<file path="src/rtl/gate_truth_table_checker_settle_timer.sv">
// Loadable down-counter; expire is high whenever the count has reached zero.
module settle_timer #(
    parameter int W = 4
) (
    input  logic         clk,
    input  logic         rst_n,
    input  logic         load,
    input  logic [W-1:0] load_value,
    output logic         expire
);

    logic [W-1:0] count_q;

    // NOTE: sequential state uses non-blocking assignments so every flop
    // samples pre-edge values regardless of process evaluation order.
    always_ff @(posedge clk) begin
        if (!rst_n) begin
            count_q <= '0;
        end else if (load) begin
            count_q <= load_value;
        end else if (count_q != '0) begin
            count_q <= count_q - W'(1);
        end
    end

    assign expire = (count_q == '0);

endmodule

</file>
<file path="config.mk">
export PLATFORM = sky130hd
export DESIGN_NAME = settle_timer
export DESIGN_NICKNAME = d
export VERILOG_FILES = /design/src/rtl/gate_truth_table_checker_settle_timer.sv
export SDC_FILE = /design/constraint.sdc
export NUM_CORES = 1
export LEC_CHECK = 0
export ABC_AREA = 1
export CORE_AREA = 2 2 39 41
export CTS_BUF_LIST = sky130_fd_sc_hd__clkbuf_4 sky130_fd_sc_hd__clkbuf_8 sky130_fd_sc_hd__clkbuf_16
export DETAILED_ROUTE_END_ITERATION = 12
export DIE_AREA = 0 0 41 43
export DONT_BUFFER_PORTS = 1
export GPL_TIMING_DRIVEN = 0
export HOLD_SLACK_MARGIN = 0.03
export REMOVE_ABC_BUFFERS = 1
export SLEW_MARGIN = 20
export SYNTH_ARGS = -nofsm -noshare
export SYNTH_HDL_FRONTEND = slang
export SYNTH_SLANG_ARGS = --single-unit
</file>
<file path="constraint.sdc">
create_clock -name clk -period 1.2 [get_ports clk]
set_input_delay 0.3 -clock clk [delete_from_list [all_inputs] [get_ports clk]]
set_output_delay 0.3 -clock clk [all_outputs]
set_load 0.01 [all_outputs]
</file>
==> run summary <==
Status: complete, but fails checks
Failing checks: setup timing
Total Negative Setup Slacks: -0.0135 ns
VDD IR-drop max: 0.000484 V
TritonCTS clock tree: done
CTS H-tree lvls: 1
Slowest stage delay, CP: 0.33 ns
Post-synthesis sequential area ratio: 32.3%
Bufs on Longest Clock Path: 2
Initial antenna violation count: 0
Die ar.: 1760 um2
Yosys reg bits: 4
Yosys warnings: 0
Hold Path Class: in -> reg
Post-layout instance area: 364 um2
I/O pins: 8
CP cell instances: inv_2 -> ha_4 -> nand2_4 -> nor2_4
Slew @ Worst Pin: 0.311 ns
Share of post-route cells with drive strength above 1: 38.3%
Pwr/cell area: 1400 nW/um2
Rel. slew slack: 79.2%
Post-Route WL: 631 um
Worst-path clk slew: 0.04 ns
GP Congestion: 0.728
Total CTS buffers: 3
Leak pwr: 0.000163 uW
Max Fclk: 0.824 GHz
Buffers on Ports: 0
Hold_buf cts: 0
DIE HEIGHT: 43 um
First-pass GRT wire length: 1070 um
P&R area growth vs syn: 47.0%
Met2 usage: 13.8%
Initial core utilization: 17.9%
Placed Cells: 56
Final Non-Filler Cells: 63
Netlist cell types: 12
Largest regs: count_q x4
Syn Area/Cell: 6.19 um2
CP endpoint kind: primary output
Final period utilization: 101%
Chip width: 41 um
Detailed-route DRC error count: 0
Min Tclk post-route: 1.21 ns
Largest net degree at the start of global routing: 7
Vias in the first global route: 307
Nets@finish: 57
M3 GR Usage: 3.66%
Mapped cell area: 248 um2
RSZ-0062 raised after global routing: true
Via count: 262
Crit path DAT: 0.91 ns
Critical Path Slowest Stage Cell: dfxtp_2
Hold_ws: 0.197 ns
Critical path fanouts, max: 3
Std cell rows: 14
Setup violators final: 1
Via/cell ratio: 4.16
Met1 GRT Util: 8.97%
Worst-Skew Late Latency: 0.23 ns
Slew Viols, Final: 0
PnR Total Power: 511 uW
Gate Count Post-Synth: 40
Max reg flops: 4
R2R depth: 8
Total GRT Usage: 9.63%
Leading cell type in the layout, fill and taps excluded: nand2_1
Core Area: 1380 um2
Most frequent cells in the layout: nand2_1, inv_1, nor2_1, buf_4
Data required, critical path: 0.90 ns
Root Driver: clkbuf_4
Largest Register: count_q
1st-iter DRT viols: 2
Placed cell areas: 268 um2
Clk sinks: 4
Final Hold Viols: 0
DR pass1 iterations: 2
Antenna cells: 0
Crit path kind: reg -> out
Max cap viols: 0
DRT antenna net count: 0
Hold path cells: 2
Crit start category: register
Setup ws final: -0.0135 ns
Grt peak-use layer: met2
Clock Skews: 0.00205 ns
Grt ovf: 0
Wire per inst: 10.0 um
## kinds of logic after synthesis
logic type               after synthesis  share of synthesized area (%)
adder cells (fa/ha/maj)                1                           5.05
AO/OA/AOI/OAI                          6                           12.1
buffers and inverters                  7                           10.6
AND/OR/NAND/NOR                       22                           39.9
flip-flops                             4                           32.3
## final cells by class
type	count	area [um2]
inverters	7	26.3
repair buffers	4	30.0
fillers	162	1020
clock buffers	3	22.5
well taps	16	20.0
flip-flops and latches	4	82.6
multi-input cells	29	183
## timing repair
action	in CTS	in global routing
resized for setup	10	3
pin swaps	3	2
setup endpoints to repair	1	5
setup buffers	5	0
gates cloned	0	0
## per-stage QoR
| step | utilization (%) | setup WS [ns] |
|---|---|---|
| 4_1_cts | 25.9 | -0.0462 |
| 5_1_grt | 26.3 | -0.0448 |
| 2_1_floorplan | - | 0.0530 |
| 3_5_place_dp | 19.3 | -0.0734 |
| 6_report | 26.3 | -0.0135 |
| 3_3_place_gp | 19.3 | -0.0556 |
## Yosys cell counts (all sizes together)
master	instances	area share, %
dfxtp	4	32
nand4	2	5.0
nand3	3	8.1
ha	1	5.0
or2	1	2.5
a21oi	4	8.1
o21ai	2	4.0
nor2	5	7.6
nand2	11	17
inv	7	11
## report_power, final
part | switching (uW) | total, uW | internal (uW)
clock | 48.8 | 160 | 111
combinational | 98.1 | 181 | 83.2
sequential | 17.2 | 170 | 153
total | 164 | 511 | 347
## layer usage
| layer | up-vias | wire [um] | part of all wire, % |
|---|---|---|---|
| li1 | 141 | - | - |
| met3 | 0 | 12 | 1.9 |
| met2 | 3 | 345 | 55 |
| met4 | 0 | 0 | 0 |
| met5 | - | 0 | 0 |
| met1 | 118 | 273 | 43 |
## worst max-delay path: cells and delay by family (launching register included)
kind	cells	cell delay (ns)
and+or+nand+nor	2	0.15
adders and majority gates	1	0.14
buffers and inverters	1	0.07
DFF	1	0.33
## final timing paths
path	end	from	slack [ns]
hold / removal	count_q[2]	rst_n	0.20
setup / recovery	expire	count_q[1]	-0.01
hold reg to reg	count_q[1]	count_q[1]	0.52
setup reg to reg	count_q[2]	count_q[1]	0.12
Note: power is estimated with default switching activity, not from simulation.
